$ cat config.mk
export PLATFORM = sky130hd
export DESIGN_NAME = mc_controller
export DESIGN_NICKNAME = d
export VERILOG_FILES = /design/src/rtl/mc_controller_pkg.sv /design/src/rtl/mc_controller_alu_decoder.sv /design/src/rtl/mc_controller.sv
export SDC_FILE = /design/constraint.sdc
export NUM_CORES = 1
export LEC_CHECK = 0
export BUFFER_PORTS_ARGS = -buffer_cell sky130_fd_sc_hd__buf_2
export CAP_MARGIN = 40
export CORE_UTILIZATION = 40
export DETAILED_ROUTE_END_ITERATION = 16
export GPL_ROUTABILITY_DRIVEN = 0
export PLACE_DENSITY = 0.79
export SLEW_MARGIN = 20
export SYNTH_ARGS = -nofsm -noshare
export SYNTH_HDL_FRONTEND = slang
export SYNTH_SLANG_ARGS = --single-unit
$ cat constraint.sdc
create_clock -name clk -period 2.06 [get_ports clk]
set_input_delay 0.412 -clock clk [delete_from_list [all_inputs] [get_ports clk]]
set_output_delay 0.412 -clock clk [all_outputs]
set_load 0.01 [all_outputs]
$ cat src/rtl/mc_controller_pkg.sv
// ctrl_pkg: shared state, opcode and datapath select encodings for the multi-cycle RV32I core
package ctrl_pkg;

    typedef enum logic [3:0] {
        S_FETCH    = 4'd0,
        S_DECODE   = 4'd1,
        S_MEMADR   = 4'd2,
        S_MEMREAD  = 4'd3,
        S_MEMWB    = 4'd4,
        S_MEMWRITE = 4'd5,
        S_EXECR    = 4'd6,
        S_EXECI    = 4'd7,
        S_ALUWB    = 4'd8,
        S_BEQ      = 4'd9,
        S_JAL      = 4'd10,
        S_LUI      = 4'd11,
        S_TRAP     = 4'd12
    } state_t;

    localparam logic [6:0] OP_LW    = 7'b0000011;
    localparam logic [6:0] OP_SW    = 7'b0100011;
    localparam logic [6:0] OP_R     = 7'b0110011;
    localparam logic [6:0] OP_I_ALU = 7'b0010011;
    localparam logic [6:0] OP_BEQ   = 7'b1100011;
    localparam logic [6:0] OP_JAL   = 7'b1101111;
    localparam logic [6:0] OP_LUI   = 7'b0110111;

    localparam logic [2:0] IMM_I = 3'b000;
    localparam logic [2:0] IMM_S = 3'b001;
    localparam logic [2:0] IMM_B = 3'b010;
    localparam logic [2:0] IMM_U = 3'b011;
    localparam logic [2:0] IMM_J = 3'b100;

    localparam logic [2:0] ALU_ADD = 3'b000;
    localparam logic [2:0] ALU_SUB = 3'b001;
    localparam logic [2:0] ALU_AND = 3'b010;
    localparam logic [2:0] ALU_OR  = 3'b011;
    localparam logic [2:0] ALU_SLT = 3'b101;

    localparam logic [1:0] ALU_OP_ADD   = 2'b00;
    localparam logic [1:0] ALU_OP_SUB   = 2'b01;
    localparam logic [1:0] ALU_OP_FUNCT = 2'b10;

    localparam logic [1:0] RES_ALUOUT = 2'b00;
    localparam logic [1:0] RES_DATA   = 2'b01;
    localparam logic [1:0] RES_ALU    = 2'b10;

    localparam logic [1:0] SRCA_PC    = 2'b00;
    localparam logic [1:0] SRCA_OLDPC = 2'b01;
    localparam logic [1:0] SRCA_RS1   = 2'b10;
    localparam logic [1:0] SRCA_ZERO  = 2'b11;

    localparam logic [1:0] SRCB_RS2  = 2'b00;
    localparam logic [1:0] SRCB_IMM  = 2'b01;
    localparam logic [1:0] SRCB_FOUR = 2'b10;

    // Dispatch target out of DECODE; unknown opcodes land in TRAP
    function automatic state_t decode_state(input logic [6:0] op);
        case (op)
            OP_LW, OP_SW: return S_MEMADR;
            OP_R:         return S_EXECR;
            OP_I_ALU:     return S_EXECI;
            OP_BEQ:       return S_BEQ;
            OP_JAL:       return S_JAL;
            OP_LUI:       return S_LUI;
            default:      return S_TRAP;
        endcase
    endfunction

endpackage

$ cat src/rtl/mc_controller_alu_decoder.sv
// alu_decoder: maps the controller's ALU request and funct fields to an ALU operation
module alu_decoder
    import ctrl_pkg::*;
(
    input  logic [1:0] alu_op,
    input  logic [2:0] funct3,
    input  logic       funct7_5,
    input  logic       op_5,
    output logic [2:0] alu_control
);

    logic [2:0] funct_ctl;

    // sub only for R-type (op[5]=1) with funct7[5]; I-ALU funct3 000 is always addi
    always_comb begin
        funct_ctl = ALU_ADD;
        case (funct3)
            3'b000:  funct_ctl = (funct7_5 && op_5) ? ALU_SUB : ALU_ADD;
            3'b010:  funct_ctl = ALU_SLT;
            3'b110:  funct_ctl = ALU_OR;
            3'b111:  funct_ctl = ALU_AND;
            default: funct_ctl = ALU_ADD;
        endcase
        alu_control = (alu_op == ALU_OP_SUB)   ? ALU_SUB :
                      (alu_op == ALU_OP_FUNCT) ? funct_ctl : ALU_ADD;
    end

endmodule

$ cat src/rtl/mc_controller.sv
// mc_controller: multi-cycle RV32I main FSM driving datapath selects and a variable-latency memory port
module mc_controller
    import ctrl_pkg::*;
#(
    parameter int DATA_WIDTH = 32
) (
    input  logic                  clk,
    input  logic                  rst,
    input  logic [DATA_WIDTH-1:0] instr,
    input  logic                  zero,
    input  logic                  mem_ready,
    output logic                  mem_req,
    output logic                  mem_write,
    output logic                  adr_src,
    output logic                  ir_write,
    output logic                  pc_write,
    output logic                  reg_write,
    output logic [1:0]            result_src,
    output logic [1:0]            alu_src_a,
    output logic [1:0]            alu_src_b,
    output logic [2:0]            alu_control,
    output logic [2:0]            imm_src,
    output logic                  illegal
);

    state_t     state_q, state_d;
    logic [6:0] op;
    logic [1:0] alu_op;
    logic [2:0] alu_dec;
    logic       unused_instr;

    assign op           = instr[6:0];
    assign unused_instr = ^{instr[31], instr[29:15], instr[11:7]};

    alu_decoder u_alu_decoder (
        .alu_op      (alu_op),
        .funct3      (instr[14:12]),
        .funct7_5    (instr[30]),
        .op_5        (instr[5]),
        .alu_control (alu_dec)
    );

    // reset forces every output low, including the ALU op selected by the decoder
    assign alu_control = rst ? ALU_ADD : alu_dec;

    // state register; async reset parks the FSM in FETCH
    always_ff @(posedge clk or posedge rst) begin
        if (rst) state_q <= S_FETCH;
        else     state_q <= state_d;
    end

    // next state and per-state datapath controls, all gated off while rst is high
    always_comb begin
        state_d    = state_q;
        mem_req    = 1'b0;
        mem_write  = 1'b0;
        adr_src    = 1'b0;
        ir_write   = 1'b0;
        pc_write   = 1'b0;
        reg_write  = 1'b0;
        result_src = RES_ALUOUT;
        alu_src_a  = SRCA_PC;
        alu_src_b  = SRCB_RS2;
        imm_src    = IMM_I;
        alu_op     = ALU_OP_ADD;
        illegal    = 1'b0;
        case (state_q)
            S_FETCH: begin
                mem_req    = 1'b1;
                alu_src_b  = SRCB_FOUR;
                result_src = RES_ALU;
                ir_write   = mem_ready;
                pc_write   = mem_ready;
                state_d    = mem_ready ? S_DECODE : S_FETCH;
            end
            S_DECODE: begin
                alu_src_a = SRCA_OLDPC;
                alu_src_b = SRCB_IMM;
                imm_src   = (op == OP_JAL) ? IMM_J : IMM_B;
                state_d   = decode_state(op);
            end
            S_MEMADR: begin
                alu_src_a = SRCA_RS1;
                alu_src_b = SRCB_IMM;
                imm_src   = (op == OP_SW) ? IMM_S : IMM_I;
                state_d   = (op == OP_SW) ? S_MEMWRITE : S_MEMREAD;
            end
            S_MEMREAD: begin
                mem_req = 1'b1;
                adr_src = 1'b1;
                state_d = mem_ready ? S_MEMWB : S_MEMREAD;
            end
            S_MEMWB: begin
                result_src = RES_DATA;
                reg_write  = 1'b1;
                state_d    = S_FETCH;
            end
            S_MEMWRITE: begin
                mem_req   = 1'b1;
                mem_write = 1'b1;
                adr_src   = 1'b1;
                state_d   = mem_ready ? S_FETCH : S_MEMWRITE;
            end
            S_EXECR: begin
                alu_src_a = SRCA_RS1;
                alu_src_b = SRCB_RS2;
                alu_op    = ALU_OP_FUNCT;
                state_d   = S_ALUWB;
            end
            S_EXECI: begin
                alu_src_a = SRCA_RS1;
                alu_src_b = SRCB_IMM;
                imm_src   = IMM_I;
                alu_op    = ALU_OP_FUNCT;
                state_d   = S_ALUWB;
            end
            S_ALUWB: begin
                result_src = RES_ALUOUT;
                reg_write  = 1'b1;
                state_d    = S_FETCH;
            end
            S_BEQ: begin
                alu_src_a  = SRCA_RS1;
                alu_src_b  = SRCB_RS2;
                alu_op     = ALU_OP_SUB;
                result_src = RES_ALUOUT;
                pc_write   = zero;
                state_d    = S_FETCH;
            end
            S_JAL: begin
                alu_src_a  = SRCA_OLDPC;
                alu_src_b  = SRCB_FOUR;
                result_src = RES_ALUOUT;
                pc_write   = 1'b1;
                state_d    = S_ALUWB;
            end
            S_LUI: begin
                alu_src_a = SRCA_ZERO;
                alu_src_b = SRCB_IMM;
                imm_src   = IMM_U;
                state_d   = S_ALUWB;
            end
            S_TRAP: begin
                illegal = 1'b1;
                state_d = S_TRAP;
            end
            default: state_d = S_FETCH;
        endcase
        if (rst) begin
            mem_req    = 1'b0;
            mem_write  = 1'b0;
            adr_src    = 1'b0;
            ir_write   = 1'b0;
            pc_write   = 1'b0;
            reg_write  = 1'b0;
            result_src = RES_ALUOUT;
            alu_src_a  = SRCA_PC;
            alu_src_b  = SRCB_RS2;
            imm_src    = IMM_I;
            illegal    = 1'b0;
        end
    end

endmodule

# After elaboration in Yosys (flattened, before gate mapping)
# Cells that the tools add are included.
# word_totals
regBits,4
latch_bits,0
mem_bits_rw,0
rom_bits,0
out_inout_bits,19
mem_count,0
# classes
add_sub_neg,0
multipliers,0
n_div,0
n_lt_le_gt_ge,0
eq_ne,24
shift,0
mux,36
bitwise,0
n_reduce_logical,13
# ops
operator,count
one-hot mux 4 bit (7 select lines),1
2-to-1 mux 3 bit,8
one-hot mux 4 bit (6 select lines),1
"== test 7 x 6 -> 1 bit, second input constant",3
"== test 4 bit, second input constant",5
"== test 4 x 3 -> 1 bit, second input constant",4
2-to-1 mux 1 bit,16
"== test 7 bit, second input constant",2
one-hot mux 2 bit (2 select lines),3
one-hot mux 3 bit (4 select lines),1
OR reduction 2 bit,6
OR reduction 4 bit,3
one-hot mux 3 bit (3 select lines),1
"== test 4 x 2 -> 1 bit, second input constant",2
"== test 7 x 2 -> 1 bit, second input constant",1
"== test 7 x 5 -> 1 bit, second input constant",1
"== test 3 bit, second input constant",2
2-to-1 mux 2 bit,3
one-hot mux 2 bit (3 select lines),1
"== test 4 x 1 -> 1 bit, second input constant",1
logical NOT 4 bit,1
"== test 3 x 2 -> 1 bit, second input constant",1
logical NOT 3 bit,1
one-hot mux 1 bit (3 select lines),1
other kinds (4),4

# Depth between registers and ports, before layout
# Gate-level depths: netlist of the first run.
# logic_depth
depth_word,7
ltp_mapped,5
depth_no_buf,4

# Hierarchy
# Synthesis of the first run repeated with hierarchy kept, for this count alone.
# unflattened
cells_unflattened,104
hier_area_um2,713.2
# modules_own_cells
mod,instances,cells_per_inst,area_each_um2
mc_controller,1,95,655.6
alu_decoder,1,9,57.6

# Worst setup path before layout of the first run
# OpenSTA, ideal clock, no wires.
# synth_path
kind,input-to-output
startpoint,input rst
endpoint,output mem_req
arrival_ps,1337
slack_ps,311
stages,4
n_path_buf,1
cell_sequence,clkbuf_1 -> or3_4 -> nor3_2 -> or2_1
# synth_via
elab_chain_len,1
# synth_rtl
item,line_no,text
"start, declared",mc_controller.sv:8,"input logic rst,"
2-to-1 mux 1 bit,mc_controller.sv:149,if (rst) begin
"end, declared",mc_controller.sv:12,"output logic mem_req,"
# Every way passes these cells.

# Final worst setup path of the first run
# layout_path
startpoint,register state_q[0]
endpoint,output result_src[0]
# layout_via
elab_chain_len,3
word_cells_on_any_way,4
# layout_rtl
item,line_no,text
"start, declared",mc_controller.sv:26,"state_t state_q, state_d;"
"start signal, assigned",mc_controller.sv:49,else state_q <= state_d;
== test 4 x 3 -> 1 bit / logical NOT 4 bit (equally long branches),mc_controller.sv:67,case (state_q)
one-hot mux 2 bit (2 select lines) (*),mc_controller.sv:67,
2-to-1 mux 2 bit (*),mc_controller.sv:149,
"end, declared",mc_controller.sv:18,"output logic [1:0] result_src,"
# Mark *: on every way between the ends. The rest lies on a longest branch, timed or not.

==> results_dict.tcl, run 1 <==
set metrics [dict create \
    floorplan.die_area_um2 2120 \
    synth_most_common_cell "nor2_1" \
    ys_seq_area_frac 0.129 \
    p_int_w 0.000395 \
    max_flop_register "state_q" \
    root_buffer "clkbuf_4" \
    largest_register_ffs 4 \
    buffers_inserted_during_post_cts_setup_optimization 0 \
    pin_count_of_the_biggest_net_entering_global_routing 20 \
    grt_overflow_total 0 \
    synth_area_leaders "dfrtp_1 13%, nor2_1 5.8%, clkbuf_8 5.3%" \
    static-leakage-power_nw 0.445 \
    placed_cell_area_um2 915 \
    floorplan.initialDensity 0.440 \
    clock_latency_ps 230 \
    finalSetupViolations 0 \
    cap_violations 0 \
    arrival_ps 1550 \
    endpoint_kind "output pin" \
    syn_inst 104 \
    largestRegisters "state_q: 4 flops" \
    critical_path.startpoint_type "flop" \
    worst_hold_path_type "input pin to asynchronous set/reset pin" \
    fmax_mhz 510 \
    clock_transition_at_the_registers_of_the_reported_paths_ps 40 \
    antenna_found_initial 0 \
    synth_warnings 0 \
    seq_pwr_share 0.229 \
    final_design_area_no_fill_um2 948 \
    synth_area_per_cell_um2 7.47 \
    wire_per_inst_um 12.2 \
    synth_top_cell_by_area "dfrtp_1" \
    place_hpwl_um 1530 \
    skew_ps 1.98 \
    clock_power_share 0.124 \
    p_sw_w 0.000360 \
    reg2reg_to "state_q[2]$_DFF_PP0_" \
    chipHeight_um 46.1 \
    final_layout_size_suffix_gt1_frac 0.410 \
    rrSetupSlack_ps 730 \
    die_width_um 46.1 \
    pre_antenna_drt_iters 4 \
    total_power_w 0.000755 \
    drt_iter0_markers 13 \
    netlist.area_leader.share 0.129 \
    floorplan.io_pins 55 \
    worst_slew_pin_slew_ps 301 \
    placement_rows 15 \
    bufs_and_invs_on_worst_path 1 \
    stdcell_count 159 \
    synthesis.nets 140 \
    final_critical_path_share_of_the_clock_period 0.952 \
    placement.io_buffers 33 \
    grt_usage 0.194 \
    antenna_cells 0 \
    h-tree-depth 1 \
    worst_path_cell_trace "or3_4 > nor3b_1 > buf_2" \
    synth_ff_type "dfrtp_1" \
    routed-via-count 845 \
    critical_path_data_required_time_ps 1650 \
    cp_top_family "simple AND/OR/NAND/NOR gates" \
    cts_sinks 4 \
    rr_startpoint "state_q[0]$_DFF_PP0_" \
    critPathSlowestCell "dfrtp_2" \
    critical_path_peak_fanout 16 \
    place_inst 156 \
    power_switching_share 0.477 \
    power.combinational.fraction 0.647 \
    ys_seq_elements 4 \
    timing.final.crit_period_ps 1960 \
    max-vdd-ir-drop_mv 0.535 \
    tritoncts.num_buffers 3 \
    power.density_nw_per_um2 796 \
    cts_tree "done" \
    drc_errors 0 \
    grt_pass1_wl_um 2990 \
    slew_margin_rel 0.798 \
    placeableCoreArea_um2 1760 \
    design.final.nets 172 \
    area_delta_synth_final_pct 22.1 \
    timing.final.max_slew_violations 0 \
    post_dr_vias_cell 5.31 \
    ctsHoldBuffers 0 \
    grt_pass1_vias 681 \
    synth_enable_flop_cells 0 \
    run_status "complete, no violations" \
    fin_setup_tns_ps 0 \
    synth_async_sr_flop_share 1.00 \
    timing_hold_violations_final 0 \
    setup_cp_type "flop to output pin" \
    wl_um 1930 \
    route.antenna.remaining_nets 0 \
    post_synth_num_cell_types 47 \
    cts-root-to-sink-buffers 2 \
    netlist_top_cells_count "12 x nor2_1, 11 x nand2_1, 7 x a21oi_1" \
    netlist_area_um2 777 \
    critical_path.max_stage_delay_ps 500 \
    rr_worst_depth 4 \
]
-- how the worst max path moves through the flow --
| stage | start | to | slack (ps) | cells after the start |
|---|---|---|---|---|
| 2_1_floorplan | rst | mem_req | 310 | 4 |
| 3_3_place_gp | instr[2] | imm_src[0] | 180 | 6 |
| 3_5_place_dp | instr[4] | imm_src[2] | 150 | 5 |
| 4_1_cts | state_q[1]$_DFF_PP0_ | mem_req | 2 | 4 |
| 5_1_grt | state_q[3]$_DFF_PP0_ | alu_control[0] | -0.2 | 5 |
| 6_report | state_q[0]$_DFF_PP0_ | result_src[0] | 100 | 3 |
-- metrics by stage --
| step | util | hold slack (ps) | setup slack [ps] |
|---|---|---|---|
| 2_1_floorplan | - | 387 | 311 |
| 3_3_place_gp | 0.518 | 390 | 183 |
| 3_5_place_dp | 0.518 | 400 | 148 |
| 4_1_cts | 0.531 | 152 | 1.57 |
| 5_1_grt | 0.538 | 164 | -0.170 |
| 6_report | 0.538 | 157 | 98.4 |
-- layout by cell type (no fill, tap or decap), drive strengths merged, types with 2 or more instances in the layout --
cell type  netlist  routed
or2              4       4
inv              4       4
nand2b           2       2
nor2            12      12
clkbuf           4       3
o21a             2       2
a21boi           2       2
dfrtp            4       4
nand2           11      11
o211ai           4       4
nor3b            4       4
xnor2            2       2
nand4bb          2       2
o21ai            2       2
nand3b           4       4
nor3             5       5
nor4             2       2
nor2b            4       4
a21oi            8       8
buf              4      35
o32a             2       2
o32ai            2       2
or3              2       2
-- kinds of logic (layout without fill, tap and decap cells) --
group,after synthesis,after routing,synth area share
AOI/OAI and AO/OA,25,25,0.243
buffers and inverters,12,42,0.114
and+or+nand+nor,59,59,0.467
DFF,4,4,0.129
muxes,1,1,0.0129
xor gates and xnor gates,3,3,0.0338
-- worst register-to-register path, cell delays in order, from the launching register on --
cell	delay (ps)
dfrtp_2	520
nor2b_1	280
nand2_1	140
nand4bb_1	220
o211ai_2	100
-- repair_timing --
item / CTS / global route
hold endpoints to repair: 0 / 0
resized for setup: 0 / 5
endpoints found under the setup margin: 0 / 12
-- power by group through the flow --
stage | clock network (W) | registers [W] | logic, W
after floorplan | 0 | 0.000120 | 0.000435
after global placement | 0 | 0.000163 | 0.000468
after detailed placement | 0 | 0.000165 | 0.000484
after CTS | 0.0000977 | 0.000164 | 0.000485
after global routing | 0.000104 | 0.000180 | 0.000543
final | 0.0000936 | 0.000173 | 0.000489
-- per-layer routing --
layer / part of all wire / GRT usage / vias to the layer above
met1: 0.47 / 0.268 / 384
met5: 0 / 0 / -
met2: 0.49 / 0.299 / 27
met3: 0.047 / 0.0353 / 0
met4: 0 / 0.0706 / 0
li1: - / - / 434
-- layout make-up --
| cell class | count | area (um2) |
|---|---|---|
| Fill cell | 185 | 816 |
| Multi-Input combinational cell | 88 | 596 |
| Timing Repair Buffer | 35 | 180 |
| Sequential cell | 4 | 104 |
| Tap cell | 25 | 31.3 |
| Clock buffer | 3 | 22.5 |
| Inverter | 4 | 15.0 |
Note: power is estimated with default switching activity, not from simulation.
==> run 2: changes to the inputs <==
Settings changed: CORE_ASPECT_RATIO set to 0.6, CORE_UTILIZATION 40 to 30, PLACE_DENSITY 0.79 to not set, SKIP_LAST_GASP set to 1.
Clock period 2.06 ns to 1.98 ns, I/O delays scaled along.
==> run 2 against run 1 <==
Against the previous run: register-to-register slack got worse by 80 ps; count of clock-buffer cells in the layout unchanged; non-clock buffer count up 7; critical endpoint is now pc_write; combinational power up 19%; clock skew grew 2.9 ps; die area increased by 32%; worst hold slack gained 7.7 ps; clock power grew 83%; power is 23% higher; via count increased by 5.3%; setup slack lost 48 ps; sequential share of layout area fell by 0.85 points; highest routed layer is now met4; largest cell class unchanged.
==> results_dict.tcl, run 2 (same netlist as run 1, synthesis figures left out) <==
set metrics [dict create \
    grt_pass1_vias 724 \
    floorplan.initialDensity 0.336 \
    power.density_nw_per_um2 901 \
    timing.final.max_slew_violations 0 \
    root_buffer "clkbuf_8" \
    pre_antenna_drt_iters 4 \
    placement.io_buffers 33 \
    endpoint_kind "output pin" \
    cts-root-to-sink-buffers 2 \
    cap_violations 0 \
    max-vdd-ir-drop_mv 0.254 \
    critical_path.max_stage_delay_ps 460 \
    largestRegisters "state_q: 4 flops" \
    floorplan.die_area_um2 2800 \
    power_switching_share 0.439 \
    dp_slack_ps 109 \
    design.final.nets 179 \
    fin_setup_tns_ps 0 \
    grt_overflow_total 0 \
    drt_iter0_markers 14 \
    finalSetupViolations 0 \
    cts_tree "done" \
    chipHeight_um 41.4 \
    setup_cp_type "flop to output pin" \
    pin_count_of_the_biggest_net_entering_global_routing 16 \
    commonest_non_fill_non_tap_cell_in_the_layout "buf_2" \
    reg2reg_to "state_q[2]$_DFF_PP0_" \
    post_dr_vias_cell 5.20 \
    placed_cell_area_um2 951 \
    largest_register_ffs 4 \
    most-common-layout-cells "33 x buf_2, 11 x nand2_1, 11 x nor2_1" \
    route.antenna.remaining_nets 0 \
    antenna_found_initial 0 \
    bufs_and_invs_on_worst_path 2 \
    fmax_mhz 518 \
    rr_startpoint "state_q[1]$_DFF_PP0_" \
    static-leakage-power_nw 0.486 \
    worst_hold_path_type "input pin to asynchronous set/reset pin" \
    tritoncts.num_buffers 3 \
    slew_margin_rel 0.814 \
    rr_worst_depth 5 \
    routed-via-count 890 \
    critical_path_peak_fanout 9 \
    clock_transition_at_the_registers_of_the_reported_paths_ps 30 \
    die_width_um 67.7 \
    grt_pass1_wl_um 3480 \
    area_delta_synth_final_pct 32.4 \
    critPathSlowestCell "dfrtp_2" \
    p_sw_w 0.000406 \
    max_flop_register "state_q" \
    worst_path_cell_trace "buf_4 > nor2b_1 > nand3b_1 > nor2_1 > o21a_1 > buf_2" \
    arrival_ps 1530 \
    timing.final.crit_period_ps 1930 \
    final_design_area_no_fill_um2 1030 \
    final_util 0.445 \
    run_status "complete, no violations" \
    place_hpwl_um 1700 \
    wl_um 2150 \
    timing_hold_violations_final 0 \
    floorplan.io_pins 55 \
    grt_usage 0.164 \
    clock_latency_ps 220 \
    critical_path_data_required_time_ps 1580 \
    worst_slew_pin_slew_ps 276 \
    final_layout_size_suffix_gt1_frac 0.447 \
    p_int_w 0.000520 \
    wire_per_inst_um 12.5 \
    critical_path.startpoint_type "flop" \
    drc_errors 0 \
    h-tree-depth 1 \
    cts_sinks 4 \
    placeableCoreArea_um2 2310 \
    seq_pwr_share 0.188 \
    power.combinational.fraction 0.628 \
    rrSetupSlack_ps 650 \
    cp_top_family "flip-flops" \
    skew_ps 4.87 \
    rsz0062_at_grt "yes" \
    placement_rows 13 \
    antenna_cells 0 \
    clock_power_share 0.184 \
    final_critical_path_share_of_the_clock_period 0.974 \
    finalWorstSetupSlack_ps 50.9 \
]
-- run 2: changes by cell type in the layout (fill, tap and decap cells not counted), sizes merged --
cell  before  now
buf       35   42
-- run 2: final cells by class --
cell class | count | area, um2
clock buffers | 3 | 41.3
fillers | 263 | 1280
inverters | 4 | 15.0
multi-input cells | 88 | 598
flip-flops and latches | 4 | 104
well taps | 30 | 37.5
repair buffers | 42 | 233
-- run 2: how the worst max path moves through the flow --
stage / startpoint / end / slack, ps / depth (start not counted)
6_report: state_q[1]$_DFF_PP0_ / pc_write / 50 / 6
5_1_grt: state_q[1]$_DFF_PP0_ / pc_write / -60 / 6
4_1_cts: state_q[1]$_DFF_PP0_ / pc_write / 10 / 6
3_5_place_dp: instr[2] / imm_src[0] / 110 / 6
3_3_place_gp: instr[2] / imm_src[0] / 110 / 6
2_1_floorplan: rst / mem_req / 260 / 4
-- run 2: worst register-to-register path: stages (launching register included) --
cell,delay (ps)
dfrtp_2,460
buf_4,180
nor2b_1,180
nand2_1,120
nand4bb_1,220
o211ai_2,90
-- run 2: per-stage QoR --
step                power, W  instances  hold WS (ps)
floorplan           0.000578        104           371
global placement    0.000710        165           381
detailed placement  0.000712        165           392
CTS                 0.000892        168           160
global route         0.00101        171           177
finish              0.000926        171           164
-- run 2: repair_timing --
item	4_1_cts	5_1_grt
gates cloned	0	0
setup endpoints to repair	4	9
hold buffers	0	0
setup buffers	0	3
resized for setup	1	5
pin swaps	0	1
-- run 2: layer usage --
metal,vias to the layer above,part of all wire,global-route usage,wire length [um]
li1,448,-,-,-
met1,404,0.52,0.266,1110
met2,36,0.40,0.202,863
met3,2,0.073,0.0330,156
met4,0,0.0065,0.0511,14
met5,-,0,0,0
-- run 2: power groups by stage --
stage               clock [W]  combinational (W)  sequential [W]
floorplan                   0           0.000452        0.000125
global placement            0           0.000540        0.000170
detailed placement          0           0.000541        0.000171
CTS                  0.000175           0.000545        0.000172
global route         0.000186           0.000644        0.000179
finish               0.000171           0.000582        0.000174
